==> src/rtl/uart_imem_loader.sv <==
// uart_imem_loader
//   UART receiver that packs received bytes little-endian into memory words
//   and writes them to consecutive addresses of an instruction memory.
//   Loading stops when an all-ones word arrives or the last address is written.
// Ports:
//   sys_clk     : single system clock, rising edge
//   rst_n       : asynchronous active-low reset
//   rx_serial   : UART line (idle high), asynchronous to sys_clk
//   byte_valid  : one-cycle pulse per accepted byte
//   byte_data   : last accepted byte, zero-extended above DATA_BITS
//   imem_we     : one-cycle memory write strobe
//   imem_addr   : word address of the current write
//   imem_wdata  : assembled word
//   frame_err   : sticky, a stop bit was sampled low
//   parity_err  : sticky, a parity mismatch was seen
//   busy        : receiver FSM is not idle
//   load_done   : sticky, halt word seen or memory full
module uart_imem_loader #(
  parameter int CLK_FREQ   = 100_000_000,
  parameter int BAUD       = 115200,
  parameter int DATA_BITS  = 8,
  parameter int PARITY     = 0,
  parameter int WORD_BYTES = 4,
  parameter int ADDR_W     = 10
) (
  input  logic                    sys_clk,
  input  logic                    rst_n,
  input  logic                    rx_serial,
  output logic                    byte_valid,
  output logic [7:0]              byte_data,
  output logic                    imem_we,
  output logic [ADDR_W-1:0]       imem_addr,
  output logic [8*WORD_BYTES-1:0] imem_wdata,
  output logic                    frame_err,
  output logic                    parity_err,
  output logic                    busy,
  output logic                    load_done
);

  localparam int CLKS_PER_BIT = CLK_FREQ / BAUD;
  localparam int CNT_W  = $clog2(CLKS_PER_BIT + 1);
  localparam int IDX_W  = (WORD_BYTES > 1) ? $clog2(WORD_BYTES) : 1;
  localparam int WORD_W = 8 * WORD_BYTES;
  localparam logic [CNT_W-1:0]  CNT_LAST = CNT_W'(CLKS_PER_BIT - 1);
  localparam logic [CNT_W-1:0]  CNT_HALF = CNT_W'(CLKS_PER_BIT / 2);
  localparam logic [3:0]        BIT_LAST = 4'(DATA_BITS - 1);
  localparam logic [IDX_W-1:0]  IDX_LAST = IDX_W'(WORD_BYTES - 1);
  localparam logic [ADDR_W-1:0] ADDR_LAST = {ADDR_W{1'b1}};
  localparam logic              ODD_MODE = (PARITY == 2);

  typedef enum logic [2:0] {
    S_IDLE   = 3'd0,
    S_START  = 3'd1,
    S_DATA   = 3'd2,
    S_PARITY = 3'd3,
    S_STOP   = 3'd4
  } state_t;

  // Even mode wants XOR(data, parity bit) = 0, odd mode wants 1.
  function automatic logic parity_fail(input logic [DATA_BITS-1:0] data, input logic pbit);
    return ((^data) ^ pbit) != ODD_MODE;
  endfunction

  state_t               state_r, state_next_s;
  logic                 sync1_r, sync2_r, line_s;
  logic [CNT_W-1:0]     cnt_r;
  logic [3:0]           bit_cnt_r;
  logic [DATA_BITS-1:0] shift_r;
  logic                 bad_r;
  logic [IDX_W-1:0]     byte_idx_r;
  logic                 cnt_clear_s, take_data_s, take_par_s, take_stop_s;
  logic                 good_s, word_full_s, halt_s;
  logic [7:0]           byte_s;
  logic [WORD_W-1:0]    word_next_s;
  logic                 byte_valid_r, imem_we_r, frame_err_r, parity_err_r, busy_r, load_done_r;
  logic [7:0]           byte_data_r;
  logic [ADDR_W-1:0]    imem_addr_r;
  logic [WORD_W-1:0]    imem_wdata_r;

  assign line_s = sync2_r;

  // Two-flop synchronizer for the asynchronous serial line (idles high).
  always_ff @(posedge sys_clk or negedge rst_n) begin
    if (!rst_n) begin
      sync1_r <= 1'b1;
      sync2_r <= 1'b1;
    end else begin
      sync1_r <= rx_serial;
      sync2_r <= sync1_r;
    end
  end

  // FSM state register.
  always_ff @(posedge sys_clk or negedge rst_n) begin
    if (!rst_n) begin
      state_r <= S_IDLE;
    end else begin
      state_r <= state_next_s;
    end
  end

  // FSM next state and sample strobes. START checks mid-start-bit, then the
  // counter restarts so each full count lands in the middle of the next bit.
  always_comb begin
    state_next_s = state_r;
    cnt_clear_s  = 1'b0;
    take_data_s  = 1'b0;
    take_par_s   = 1'b0;
    take_stop_s  = 1'b0;
    case (state_r)
      S_IDLE: begin
        if (!line_s) begin
          state_next_s = S_START;
          cnt_clear_s  = 1'b1;
        end else begin
          state_next_s = S_IDLE;
        end
      end
      S_START: begin
        if (cnt_r == CNT_HALF) begin
          cnt_clear_s  = 1'b1;
          state_next_s = line_s ? S_IDLE : S_DATA;
        end else begin
          state_next_s = S_START;
        end
      end
      S_DATA: begin
        if (cnt_r == CNT_LAST) begin
          take_data_s = 1'b1;
          if (bit_cnt_r == BIT_LAST) begin
            state_next_s = (PARITY != 0) ? S_PARITY : S_STOP;
          end else begin
            state_next_s = S_DATA;
          end
        end else begin
          state_next_s = S_DATA;
        end
      end
      S_PARITY: begin
        if (cnt_r == CNT_LAST) begin
          take_par_s   = 1'b1;
          state_next_s = S_STOP;
        end else begin
          state_next_s = S_PARITY;
        end
      end
      S_STOP: begin
        if (cnt_r == CNT_LAST) begin
          take_stop_s  = 1'b1;
          state_next_s = S_IDLE;
        end else begin
          state_next_s = S_STOP;
        end
      end
      default: begin
        state_next_s = S_IDLE;
        cnt_clear_s  = 1'b1;
      end
    endcase
  end

  // Bit timing counter, data shift register and per-byte bad marker.
  always_ff @(posedge sys_clk or negedge rst_n) begin
    if (!rst_n) begin
      cnt_r     <= {CNT_W{1'b0}};
      bit_cnt_r <= 4'd0;
      shift_r   <= {DATA_BITS{1'b0}};
      bad_r     <= 1'b0;
    end else begin
      if (cnt_clear_s || state_r == S_IDLE || cnt_r == CNT_LAST) begin
        cnt_r <= {CNT_W{1'b0}};
      end else begin
        cnt_r <= cnt_r + CNT_W'(1);
      end
      if (state_r == S_IDLE) begin
        bit_cnt_r <= 4'd0;
        bad_r     <= 1'b0;
      end else if (take_data_s) begin
        shift_r   <= {line_s, shift_r[DATA_BITS-1:1]};
        bit_cnt_r <= bit_cnt_r + 4'd1;
      end else if (take_par_s && parity_fail(shift_r, line_s)) begin
        bad_r <= 1'b1;
      end
    end
  end

  // Byte acceptance and slot insertion into the word under construction.
  always_comb begin
    good_s      = take_stop_s && line_s && !bad_r;
    byte_s      = 8'(shift_r);
    word_next_s = imem_wdata_r;
    for (int k = 0; k < WORD_BYTES; k++) begin
      if (byte_idx_r == IDX_W'(k)) begin
        word_next_s[8*k +: 8] = byte_s;
      end else begin
        word_next_s[8*k +: 8] = imem_wdata_r[8*k +: 8];
      end
    end
    word_full_s = (byte_idx_r == IDX_LAST);
    halt_s      = (word_next_s == {WORD_W{1'b1}});
  end

  // Output strobes, sticky flags, word assembly and address advance.
  always_ff @(posedge sys_clk or negedge rst_n) begin
    if (!rst_n) begin
      byte_valid_r <= 1'b0;
      byte_data_r  <= 8'd0;
      imem_we_r    <= 1'b0;
      imem_addr_r  <= {ADDR_W{1'b0}};
      imem_wdata_r <= {WORD_W{1'b0}};
      byte_idx_r   <= {IDX_W{1'b0}};
      frame_err_r  <= 1'b0;
      parity_err_r <= 1'b0;
      busy_r       <= 1'b0;
      load_done_r  <= 1'b0;
    end else begin
      byte_valid_r <= good_s;
      imem_we_r    <= 1'b0;
      busy_r       <= (state_next_s != S_IDLE);
      if (good_s) begin
        byte_data_r <= byte_s;
      end
      if (take_stop_s && !line_s) begin
        frame_err_r <= 1'b1;
      end
      if (take_par_s && parity_fail(shift_r, line_s)) begin
        parity_err_r <= 1'b1;
      end
      if (good_s && !load_done_r) begin
        imem_wdata_r <= word_next_s;
        if (word_full_s) begin
          byte_idx_r <= {IDX_W{1'b0}};
          if (halt_s) begin
            load_done_r <= 1'b1;
          end else begin
            imem_we_r <= 1'b1;
          end
        end else begin
          byte_idx_r <= byte_idx_r + IDX_W'(1);
        end
      end
      // The write at the last address completes; the address then stays put.
      if (imem_we_r) begin
        if (imem_addr_r == ADDR_LAST) begin
          load_done_r <= 1'b1;
        end else begin
          imem_addr_r <= imem_addr_r + ADDR_W'(1);
        end
      end
    end
  end

  assign byte_valid = byte_valid_r;
  assign byte_data  = byte_data_r;
  assign imem_we    = imem_we_r;
  assign imem_addr  = imem_addr_r;
  assign imem_wdata = imem_wdata_r;
  assign frame_err  = frame_err_r;
  assign parity_err = parity_err_r;
  assign busy       = busy_r;
  assign load_done  = load_done_r;

endmodule

==> config.mk <==
export PLATFORM = sky130hd
export DESIGN_NAME = uart_imem_loader
export DESIGN_NICKNAME = d
export VERILOG_FILES = /design/src/rtl/uart_imem_loader.sv
export SDC_FILE = /design/constraint.sdc
export NUM_CORES = 1
export LEC_CHECK = 0
export ABC_CLOCK_PERIOD_IN_PS = 6900
export CAP_MARGIN = 25
export CORE_ASPECT_RATIO = 1.25
export CORE_MARGIN = 4
export CORE_UTILIZATION = 25
export CTS_CLUSTER_DIAMETER = 30
export DETAILED_ROUTE_END_ITERATION = 8
export HOLD_SLACK_MARGIN = 0.05
export SKIP_CTS_REPAIR_TIMING = 1
export SYNTH_ARGS = -nofsm -noshare
export SYNTH_HDL_FRONTEND = slang
export SYNTH_SLANG_ARGS = --single-unit
==> constraint.sdc <==
create_clock -name sys_clk -period 6.9 [get_ports sys_clk]
set_input_delay 1.38 -clock sys_clk [delete_from_list [all_inputs] [get_ports sys_clk]]
set_output_delay 1.38 -clock sys_clk [all_outputs]
set_load 0.05 [all_outputs]
Word level (Yosys, flattened, before mapping)
Index checks and enable logic that the tools add are counted.
{ "totals": {"input_bits": 3, "word_cells": 91, "reg_bits": 86, "out_inout_bits": 56} }
{ "op_classes": {"mux": 34, "n_eq_ne": 13, "n_bitwise": 3, "add_sub_neg": 4, "n_reduce_logical": 20} }
{ "ops": {"columns": ["operator", "n"], "rows": [
  ["32-bit equality test, second input constant", 1],
  ["8-bit two-way mux", 4],
  ["10-bit by 1-bit adder with 10-bit output, second input constant", 2],
  ["10-bit equality test, second input constant", 2],
  ["1-bit two-way mux", 18],
  ["3-bit case mux with 5 select lines", 1],
  ["3-bit two-way mux", 4],
  ["10-bit by 9-bit equality test with 1-bit output, second input constant", 1],
  ["10-bit two-way mux", 1],
  ["4-bit two-way mux", 2],
  ["8-bit parity", 1],
  ["3-bit by 2-bit equality test with 1-bit output, second input constant", 2],
  ["2-bit two-way mux", 3],
  ["2-bit AND reduction", 3],
  ["1-bit logical AND", 5],
  ["4-bit by 1-bit adder with 4-bit output, second input constant", 1],
  ["2-bit equality test, second input constant", 2],
  ["4-bit by 3-bit equality test with 1-bit output, second input constant", 1],
  ["2-bit nonzero test", 2],
  ["3-bit by 1-bit equality test with 1-bit output, second input constant", 1],
  ["3-bit equality test, second input constant", 1],
  ["1-bit logical NOT", 3],
  ["3-bit logical NOT", 1],
  ["1-bit case mux with 3 select lines", 1],
  ["9 further kinds", 11]
]} }

Logic depth before layout (Yosys ltp)
{ "depth": {"depth_word": 9, "ltp_mapped": 8, "mapped_depth_nobuf": 7} }

Worst setup path before layout
Ideal clock, no wire load.
{ "synth_path": {"path_kind": "register to register", "from": "register cnt_r[2]", "to": "register imem_wdata_r[1], in the netlist imem_wdata[1]", "stages_incl_launch_ff": 7, "setup_ns": 0.128, "required_ns": 6.772, "n_path_buf": 1, "t_arrival_ns": 2.172, "slack_ns": 4.600, "synth_period_minus_slack_ns": 2.300, "cell_sequence": "dfrtp_1 or3b_4 or3_1 buf_6 nor3_4 nand2_4 mux2_1"} }
{ "synth_via": {"elab_chain_cells": 6} }
{ "synth_lines": {"columns": ["element", "line_no", "source"], "rows": [
  ["from (decl)", "66", "logic [CNT_W-1:0] cnt_r;"],
  ["from (signal assigned)", "165", "cnt_r <= {CNT_W{1'b0}};"],
  ["from (signal assigned)", "171", "cnt_r <= {CNT_W{1'b0}};"],
  ["from (signal assigned)", "173", "cnt_r <= cnt_r + CNT_W'(1);"],
  ["10-bit equality test", "148", "if (cnt_r == CNT_LAST) begin"],
  ["1-bit two-way mux", "148", null],
  ["1-bit two-way mux", "110", "case (state_r)"],
  ["1-bit logical AND (2 in series)", "189", "good_s = take_stop_s && line_s && !bad_r;"],
  ["1-bit logical AND", "229", "if (good_s && !load_done_r) begin"],
  ["to (signal assigned)", "210", "imem_wdata_r <= {WORD_W{1'b0}};"],
  ["to (signal assigned)", "230", "imem_wdata_r <= word_next_s;"],
  ["to (decl)", "78", "logic [WORD_W-1:0] imem_wdata_r;"]
]} }
No other way between the ends.
A chain may end at the register's enable or synchronous reset.

Final worst setup path
{ "layout_path": {"from": "register imem_addr_r[2], in the netlist imem_addr[2]", "to": "output imem_addr[2]"} }
{ "layout_lines": {"columns": ["element", "line_no", "source"], "rows": [
  ["from (decl)", "77", "logic [ADDR_W-1:0] imem_addr_r;"],
  ["from (signal assigned)", "209", "imem_addr_r <= {ADDR_W{1'b0}};"],
  ["from (signal assigned)", "247", "imem_addr_r <= imem_addr_r + ADDR_W'(1);"],
  ["to (decl)", "32", "output logic [ADDR_W-1:0] imem_addr,"]
]} }
No word-level cell between the ends.

==> flow_summary.yaml <==
outcome:
  status: "finished, final reports clean"
placed_design:
  dp_hpwl_um: 6430
  dpl.cell_count: 579
  routabilityCongestion: 0.762
  post_dp_cell_area_um2: 4750
  io_buffer_count: 58
  post-place-ws_ns: 4.25
finish:
  area_growth_pct: 27.8
  nets: 389
  diodes: 0
  drive_gt1_share_pct: 20.6
  fillerInstances: 1600
  finish.utilization_pct: 32.4
  final_area_um2: 5050
  stdcell_count: 595
yosys:
  ys_ff_latch: 86
  synth-edff-count: 0
  yosysWarnings: 0
  yosysSeqAreaShare_pct: 54.5
  avgSynthCellArea_um2: 12.3
  synth_top_area_share_pct: 53.2
  synth_cell_types: 46
  ys.flop_type: "dfrtp_1"
  synth_top_cell_by_area: "dfrtp_1"
  yosys-top-cells-area: "dfrtp_1 53%, mux2_2 11%, xnor2_1 4.0%, mux2_4 3.0%, nor2_1 2.7%"
  synthArstFlopShare_pct: 100
  syn-cell-area_um2: 3950
  ys_top_cells_by_count: "84 x dfrtp_1, 38 x mux2_2, 28 x nor2_1"
  synth.most_common_cell: "dfrtp_1"
  synth.net_count: 332
  syn_inst: 321
sta:
  max_freq_mhz: 331
  setup_viol: 0
  max_slew.worst_pin.slew_ns: 0.746
  layout_min_cycle_time_ns: 3.02
  setup_slack_ns: 3.88
  fin_skew_ns: 0.0149
  slew_viol_final: 0
  tns_ns: 0
  slew_headroom_pct: 50.2
  rsz0062_at_grt: "no"
  hold_viol: 0
  worst_hold_slack_ns: 0.354
  period_share_pct: 43.7
run:
  maxCapViolCount: 0
clock_tree:
  cts.reportedPaths.clkPinSlew_ns: 0.07
  clock_latency_ns: 0.35
  cts_buffer_depth: 2
  htree_levels: 3
  cts_num_sinks: 86
  cts_tree: "built"
  cts_root_buf: "clkbuf_16"
  cts-buffers-inserted: 9
global_routing:
  grt_overflow_total: 0
  grt_max_degree: 61
  grt_pass1_wl_um: 14500
  antenna_found_initial: 0
  track_usage_pct: 10.3
  grt_pass1_vias: 2707
min_path:
  hold_class: "reg2reg"
setup_path:
  path_cells: "clkdlybuf4s50_1"
  path_delay_family: "buffers and inverters"
  crit_path_max_incr_delay_ns: 0.85
  cp_data_arrival_time_ns: 1.64
  path_class: "reg2out"
  critPathMaxFanout: 6
  cp-start-kind: "flop"
  crit_slowest_cell: "clkdlybuf4s50_1"
  end_kind: "primary output"
  required_ns: 5.52
  path_buf_inv: 1
die:
  initial_core_util_pct: 25.4
  fp.coreArea_um2: 15600
  core.rowCount: 51
  die-area_um2: 17900
  fp.dieH_um: 149
  die-width_um: 120
  ios: 59
route:
  viasPerCell: 4.50
  ant_nets: 0
  wire_per_inst_um: 15.0
  drt-total-wl_um: 8930
  dr.first_iter.drc_count: 120
  drc: 0
  first_pass_iters: 4
  vias: 2677
power_and_ir_drop:
  clockPowerShare_pct: 48.3
  p_leak_nw: 2.27
  seq_power_share_pct: 50.6
  power_mw: 1.00
  pwr-share-comb_pct: 1.2
  power.switching_uw: 237
  p_per_area_nw_per_um2: 198
  switching_share_pct: 23.7
  vdd.ir_drop.worst_uv: 104
  p_int_uw: 763
## power by group through the flow
stage | Clock (mW) | Combinational (mW) | Sequential (mW)
3_3_place_gp | 0 | 0.0125 | 0.515
2_1_floorplan | 0 | 0.000917 | 0.515
5_1_grt | 0.515 | 0.0146 | 0.506
3_5_place_dp | 0 | 0.0129 | 0.515
4_1_cts | 0.496 | 0.0129 | 0.506
6_report | 0.483 | 0.0119 | 0.506
## area by class of cell
type                    instances  area [um2]  share of cell area (%)
inverters                       7        26.3                   0.520
clock buffers                   9         225                    4.46
flip-flops and latches         86        2150                    42.6
clock inverters                 7        73.8                    1.46
multi-input cells             213        1710                    33.8
repair buffers                 61         598                    11.8
well taps                     212         265                    5.25
## sequential cells by signal, indices dropped and copies added (netlist names)
signal	cells
byte_idx_r	2
imem_addr	10
state_r	3
parity_err	1
frame_err	1
imem_we	1
bit_cnt_r	4
byte_s	8
byte_data	8
load_done	1
bad_r	1
busy	1
cnt_r	10
byte_valid	1
line_s	1
imem_wdata	32
sync1_r	1
## path summary, 6_finish.rpt
check	cells past startpoint	slack, ns	end	startpoint
setup / recovery	1	3.88	imem_addr[2]	imem_addr[2]
hold / removal	0	0.35	line_s	sync1_r
setup reg to reg	5	4.33	imem_wdata[1]	cnt_r[2]
hold reg to reg	0	0.35	line_s	sync1_r
max in group asynchronous	2	4.90	imem_wdata[23]	rst_n
min in group asynchronous	1	0.94	imem_addr[9]	rst_n
## kinds of logic (layout without fill, tap and decap cells)
| group | after synthesis | after routing | synth area share (%) |
|---|---|---|---|
| mux | 55 | 55 | 16.3 |
| compound gates | 20 | 20 | 3.23 |
| fa+ha+maj | 8 | 8 | 2.53 |
| flops | 86 | 86 | 54.5 |
| xor+xnor | 26 | 26 | 6.11 |
| buf+inv | 22 | 84 | 2.41 |
| simple gates | 104 | 104 | 14.9 |
## layout by cell type (no fill, tap or decap), types with 9 or more instances in the layout
cell type        count
xnor2_1             18
clkdlybuf4s50_1     57
nand3_1             13
mux2_2              38
clkbuf_16            9
dfrtp_1             84
nand4_1             12
nand2_1             14
nor2_1              28
## metal layers
layer | global-route usage, % | share of wire (%) | vias up | wire length (um)
met5 | 0 | 0 | - | 0
met4 | 4.76 | 2.5 | 0 | 224
met3 | 2.59 | 4.6 | 17 | 409
met2 | 17.2 | 50 | 52 | 4470
met1 | 12.5 | 43 | 1361 | 3820
li1 | - | - | 1247 | -
No activity file was read; power rests on OpenSTA's default activity.
